<file path="config.mk">
export PLATFORM = sky130hd
export DESIGN_NAME = alu_req_arbiter
export DESIGN_NICKNAME = d
export VERILOG_FILES = /design/src/rtl/alu_req_arbiter.sv
export SDC_FILE = /design/constraint.sdc
export NUM_CORES = 1
export LEC_CHECK = 0
export ABC_AREA = 1
export CAP_MARGIN = 20
export CORE_MARGIN = 2
export CORE_UTILIZATION = 39
export DETAILED_ROUTE_END_ITERATION = 8
export PLACE_DENSITY = 0.89
export SYNTH_ARGS = -nofsm -noshare
export SYNTH_HDL_FRONTEND = slang
export SYNTH_SLANG_ARGS = --single-unit
</file>
<file path="constraint.sdc">
create_clock -name clk -period 2.1 [get_ports clk]
set_input_delay 0.525 -clock clk [delete_from_list [all_inputs] [get_ports clk]]
set_output_delay 0.525 -clock clk [all_outputs]
set_load 0.02 [all_outputs]
</file>
<file path="src/rtl/alu_req_arbiter.sv">
// alu_req_arbiter: shares one external ALU between two requesters.
// Round-robin grant, operands held on alu_* for ALU_LAT cycles, then the
// ALU result and flags are captured and returned on a tagged response channel.
// Illegal opcodes and DIV/MOD by zero are trapped without issuing to the ALU.
module alu_req_arbiter #(
  parameter int unsigned N       = 19,
  parameter int unsigned ALU_LAT = 2,
  parameter int unsigned CNT_W   = 16
) (
  input  logic             clk,
  input  logic             rst_n,
  // requester 0
  input  logic             req0_valid,
  output logic             req0_ready,
  input  logic [N-1:0]     req0_a,
  input  logic [N-1:0]     req0_b,
  input  logic [2:0]       req0_op,
  // requester 1
  input  logic             req1_valid,
  output logic             req1_ready,
  input  logic [N-1:0]     req1_a,
  input  logic [N-1:0]     req1_b,
  input  logic [2:0]       req1_op,
  // response channel
  output logic             rsp_valid,
  input  logic             rsp_ready,
  output logic             rsp_id,
  output logic [N-1:0]     rsp_result,
  output logic [2:0]       rsp_flags,
  output logic             rsp_err,
  // ALU side
  output logic [N-1:0]     alu_a,
  output logic [N-1:0]     alu_b,
  output logic [2:0]       alu_ctrl,
  input  logic [N-1:0]     alu_result,
  input  logic [2:0]       alu_flags,
  // statistics
  output logic [CNT_W-1:0] op_count
);

  // Hold counter covers ALU_LAT up to 15.
  localparam int unsigned LAT_W = 4;

  localparam logic [2:0] OP_DIV = 3'b011;
  localparam logic [2:0] OP_MOD = 3'b100;

  typedef enum logic [1:0] {
    IDLE  = 2'd0,
    ISSUE = 2'd1,
    RESP  = 2'd2
  } state_t;

  state_t           state;
  logic             rr_ptr;     // 1 = requester 1 has priority on a tie
  logic [LAT_W-1:0] hold_cnt;

  logic             grant0;
  logic             grant1;
  logic             accept;
  logic             sel_id;
  logic [N-1:0]     sel_a;
  logic [N-1:0]     sel_b;
  logic [2:0]       sel_op;
  logic             sel_err;

  // Round-robin grant, only offered while idle.
  always_comb begin
    grant0 = 1'b0;
    grant1 = 1'b0;
    if (state == IDLE) begin
      if (req0_valid && req1_valid) begin
        grant0 = ~rr_ptr;
        grant1 = rr_ptr;
      end else begin
        grant0 = req0_valid;
        grant1 = req1_valid;
      end
    end
  end

  assign req0_ready = grant0;
  assign req1_ready = grant1;
  assign accept     = grant0 | grant1;

  // Operand/opcode selection for the granted requester and trap detection.
  always_comb begin
    sel_id  = grant1;
    sel_a   = grant1 ? req1_a  : req0_a;
    sel_b   = grant1 ? req1_b  : req0_b;
    sel_op  = grant1 ? req1_op : req0_op;
    sel_err = (sel_op[2:1] == 2'b11) ||
              (((sel_op == OP_DIV) || (sel_op == OP_MOD)) && (sel_b == '0));
  end

  // Control FSM with registered ALU operands and response channel.
  always_ff @(posedge clk) begin
    if (!rst_n) begin
      state      <= IDLE;
      rr_ptr     <= 1'b0;
      hold_cnt   <= '0;
      alu_a      <= '0;
      alu_b      <= '0;
      alu_ctrl   <= 3'b000;
      rsp_valid  <= 1'b0;
      rsp_id     <= 1'b0;
      rsp_result <= '0;
      rsp_flags  <= 3'b000;
      rsp_err    <= 1'b0;
      op_count   <= '0;
    end else begin
      case (state)
        IDLE: begin
          if (accept) begin
            rsp_id <= sel_id;
            rr_ptr <= ~sel_id;
            if (sel_err) begin
              // Trapped op: ALU operands keep their last issued values.
              rsp_err    <= 1'b1;
              rsp_result <= '0;
              rsp_flags  <= 3'b000;
              rsp_valid  <= 1'b1;
              state      <= RESP;
            end else begin
              alu_a    <= sel_a;
              alu_b    <= sel_b;
              alu_ctrl <= sel_op;
              hold_cnt <= LAT_W'(ALU_LAT - 1);
              state    <= ISSUE;
            end
          end
        end

        ISSUE: begin
          if (hold_cnt == '0) begin
            rsp_result <= alu_result;
            rsp_flags  <= alu_flags;
            rsp_err    <= 1'b0;
            rsp_valid  <= 1'b1;
            state      <= RESP;
          end else begin
            hold_cnt <= hold_cnt - LAT_W'(1);
          end
        end

        RESP: begin
          if (rsp_ready) begin
            rsp_valid <= 1'b0;
            op_count  <= op_count + CNT_W'(1);
            state     <= IDLE;
          end
        end

        default: begin
          state <= IDLE;
        end
      endcase
    end
  end

endmodule

</file>
==> implementation parameters <==
Parameter                              Value

Timing
  Hold violation count in the final report    0
  Top achievable clock speed    0.444 GHz
  Portion of the clock cycle consumed by the worst path in the final layout    107%
  Setup repair after global routing missed its margin    yes
  Pin slew with the least headroom to its limit    0.370 ns
  Final clock skew    0.00449 ns
  Count of endpoints failing setup in the final report    70
  Worst rel slew slack    75.2%
  Tmin final    ~2.3 ns
  Final worst-path setup slack    -0.150 ns
  Sum of negative setup slack    -5.02 ns
  Hold_ws    0.453 ns
  Final-report max-slew violation count    0

Final layout
  Number of fill cells in the layout    881
  Final layout net count    1063
  Final core area utilization    between 60% and 70%
  Post-route cell area    between 0.007 and 0.008 mm2
  Area of all sequential standard cells    0.00179 mm2
  Diode insertion count for antenna repair    0
  Fraction of layout cells with a size suffix above 1    19.1%
  Number of standard cells in the layout, taps in and fillers out    1099
  P&R area growth vs syn    73.5%
  Footprint of the multi-input gates    0.00240 mm2

Outcome
  Run status    complete, but fails checks
  Violated checks    setup timing

Global routing
  Total global routing track utilization    24.6%
  Global-route wire length before repair    24900 um
  Number of global-route vias before repair    between 5000 and 6000
  Residual overflow from global routing    0
  Number of antenna violations at the first check in global routing    0
  Pin count of the biggest net entering global routing    49

Routing
  Wire length per cell    14.7 um
  Number of design-rule violations left by the first detailed-router iteration    513
  First-pass iteration count of the detailed router    7
  DRC violations left    0
  Total wire length    16200 um
  Remaining antenna violation count    0
  Via Count    5540
  DR vias/cell    5.04

Hold path
  Worst hold path endpoint    alu_b[18]
  Hold Path Cell Cnt    2
  Worst min-delay path category    flop to flop
  Hold_sp    alu_b[18]

Floorplanning
  Die height    111 um
  Die Outline Area    about 0.012 mm2
  Horiz. Die Dim    ~110 um
  Number of placement rows    39
  Core Box Area    0.0113 mm2
  Initial core utilization    39.7%
  Num ports    between 150 and 200

Synthesis
  Mapped Avg Cell Area    between 6 and 7 um2
  Count of different cell masters after synthesis    27
  Number of flops mapped to enable cells by yosys    0
  Post-synthesis sequential area ratio    39.6%
  Async set-or-reset flop fraction in the synthesized netlist    0%
  Post-synthesis sequential element count    89
  Warnings from Yosys    0
  Post-Syn Nets    816
  Largest cells by area after synthesis    sky130_fd_sc_hd__dfxtp_1 (40%), sky130_fd_sc_hd__nand2_1 (22%), sky130_fd_sc_hd__inv_1 (7.5%)
  Cell taking the most area after synthesis    sky130_fd_sc_hd__dfxtp_1
  Most used standard cells in the synthesized netlist    sky130_fd_sc_hd__nand2_1 (269), sky130_fd_sc_hd__inv_1 (90), sky130_fd_sc_hd__dfxtp_1 (89)
  Synthesized area    around 0.0045 mm2
  Most used DFF post-synth    sky130_fd_sc_hd__dfxtp_1
  Share of Yosys cell area claimed by the top area cell type    slightly below 40%
  Post-Syn Instances    approximately 700
  Most repeated cell in the gate-level netlist after synthesis    sky130_fd_sc_hd__nand2_1

Worst setup path
  Max Fanout on Critical Path    7
  Cell with the largest stage delay on the worst path    sky130_fd_sc_hd__dfxtp_2
  Endpoint required time on the critical path    ~2.4 ns
  Critical Path Max Stage Delay    0.34 ns
  FF-to-FF Start    state[1]
  Critical path startpoint category    flop
  Cell depth of the worst flop-to-flop path    15
  Library cell appearing most often on the critical path    sky130_fd_sc_hd__nand2_1
  Crit. End Element    flop
  Kind of critical path    flop to flop
  Critical path arrival    2.54 ns
  CP cell instances    nor2_4 > nand3_4 > buf_6 > nand2_1 > nand2_1 > nor2_2 > nand2_1 > nor2_2 > nand3_2 > nand3_4 > nand3_4 > clkbuf_16 > nand2_1 > inv_1 > nor2_1
  Worst-case register-to-register setup slack    -0.15 ns
  Endpoint of the most critical register-to-register path    rsp_result[3]

Placed design
  Routability congestion estimate from global placement    approximately 0.9
  Count of buffers inserted at the top-level ports    192
  Cell total after placement    roughly 1100
  Instance area after placement    around 0.0070 mm2
  Half-perimeter wire length after detailed placement    10500 um

Power and ir drop
  Internal power of the cells    between 5000 and 6000 uW
  Power per Cell Area    1230 mW/mm2
  Sequential group share of total power    24.1%
  Largest voltage drop on the vdd net    approximately 1.0 mV
  Share of power burned in the clock network    16.0%
  Combinational share of power    59.8%
  Leakage Power    approximately 0.0034 uW
  Sw frac    42.0%
  NetSw    just over 4000 uW

Clock tree
  Clock-pin slew of the registers on the worst-case setup and hold paths    0.07 ns
  Clock root cell    sky130_fd_sc_hd__clkbuf_16
  H-tree levels    3
  Num CTS Buffers    9
  Number of clock sinks    just under 90
  Clock latency on the worst-skew pair    0.35 ns
  Longest Clk Path Bufs    2
  Clock tree from TritonCTS    done

Job
  Max-Cap Viols    0
-- repair_timing --
item,4_1_cts,5_1_grt
pin swaps,20,38
setup endpoints to repair,73,76
buffers inserted,12,5
hold buffers,0,0
endpoints found under the hold margin,0,0
gates cloned,4,1
gates resized for setup,62,63
-- worst max-delay path: cells and delay by family (launching register included) --
kind	cells	cell delay, ns
and+or+nand+nor	12	1.40
buffers and inverters	3	0.44
DFF	1	0.34
-- cells in the final DEF, fill, tap and decap left out, drive strengths merged --
master / n
xor2: 4
a31oi: 1
a211oi: 1
nor4: 2
a21oi: 58
clkbuf: 12
ha: 3
clkdlybuf4s50: 188
o21a: 1
o311ai: 1
clkdlybuf4s15: 2
inv: 92
nor3: 7
nand3: 17
dfxtp: 89
nand2: 269
o21ai: 18
clkinv: 2
o22ai: 1
nand4: 46
buf: 84
clkinvlp: 4
nor2: 54
-- cells by family after synthesis --
| family | after synthesis | synth area share, % |
|---|---|---|
| AO/OA/AOI/OAI | 81 | 9.38 |
| AND/OR/NAND/NOR | 395 | 37.3 |
| adder cells (fa/ha/maj) | 3 | 0.835 |
| XOR/XNOR | 4 | 0.779 |
| buffers and inverters | 132 | 12.1 |
| flip-flops | 89 | 39.6 |
-- worst max-delay path by stage --
stage	cells past startpoint	slack [ns]	endpoint	start
floorplan	8	0.04	rsp_result[0]	req1_valid
detailed placement	15	-0.71	alu_a[4]	req0_valid
finish	15	-0.15	rsp_result[3]	state[1]
global route	15	-0.24	rsp_result[3]	state[1]
global placement	16	-0.60	hold_cnt[1]	req0_valid
CTS	15	-0.06	alu_b[17]	state[0]
-- power groups by stage --
stage | clock, uW | sequential, uW | combinational, uW
final | 1540 | 2320 | 5750
after global routing | 1660 | 2360 | 6250
after CTS | 1550 | 2310 | 5250
after detailed placement | 0 | 2320 | 4720
after global placement | 0 | 2310 | 4630
after floorplan | 0 | 2710 | 2320
-- flip-flops by register name, summed over array words and instances (netlist names) --
name	count
alu_ctrl	3
rr_ptr	1
alu_b	19
hold_cnt	4
op_count	16
rsp_err	1
state	2
rsp_valid	1
rsp_flags	3
rsp_result	19
rsp_id	1
alu_a	19
-- through the flow --
| stage | setup slack, ns | power [uW] |
|---|---|---|
| 2_1_floorplan | 0.0383 | 5030 |
| 3_3_place_gp | -0.604 | 6940 |
| 3_5_place_dp | -0.710 | 7040 |
| 4_1_cts | -0.0571 | 9110 |
| 5_1_grt | -0.242 | 10300 |
| 6_report | -0.150 | 9620 |
-- cell type report --
type	count	share of cell area, %
clock buffer	10	3.06
clock inverter	6	0.561
inverter	92	4.52
multi-input combinational	483	30.8
sequential	89	22.9
tap	143	2.29
timing repair buffer	276	35.9
-- metal layers --
metal	global-route usage, %	routed length (um)	vias up
li1	-	-	2710
met1	28.8	6340	2505
met2	42.1	7790	268
met3	7.24	1390	57
met4	10.2	675	0
met5	0	0	-
Note: power is estimated with default switching activity, not from simulation.
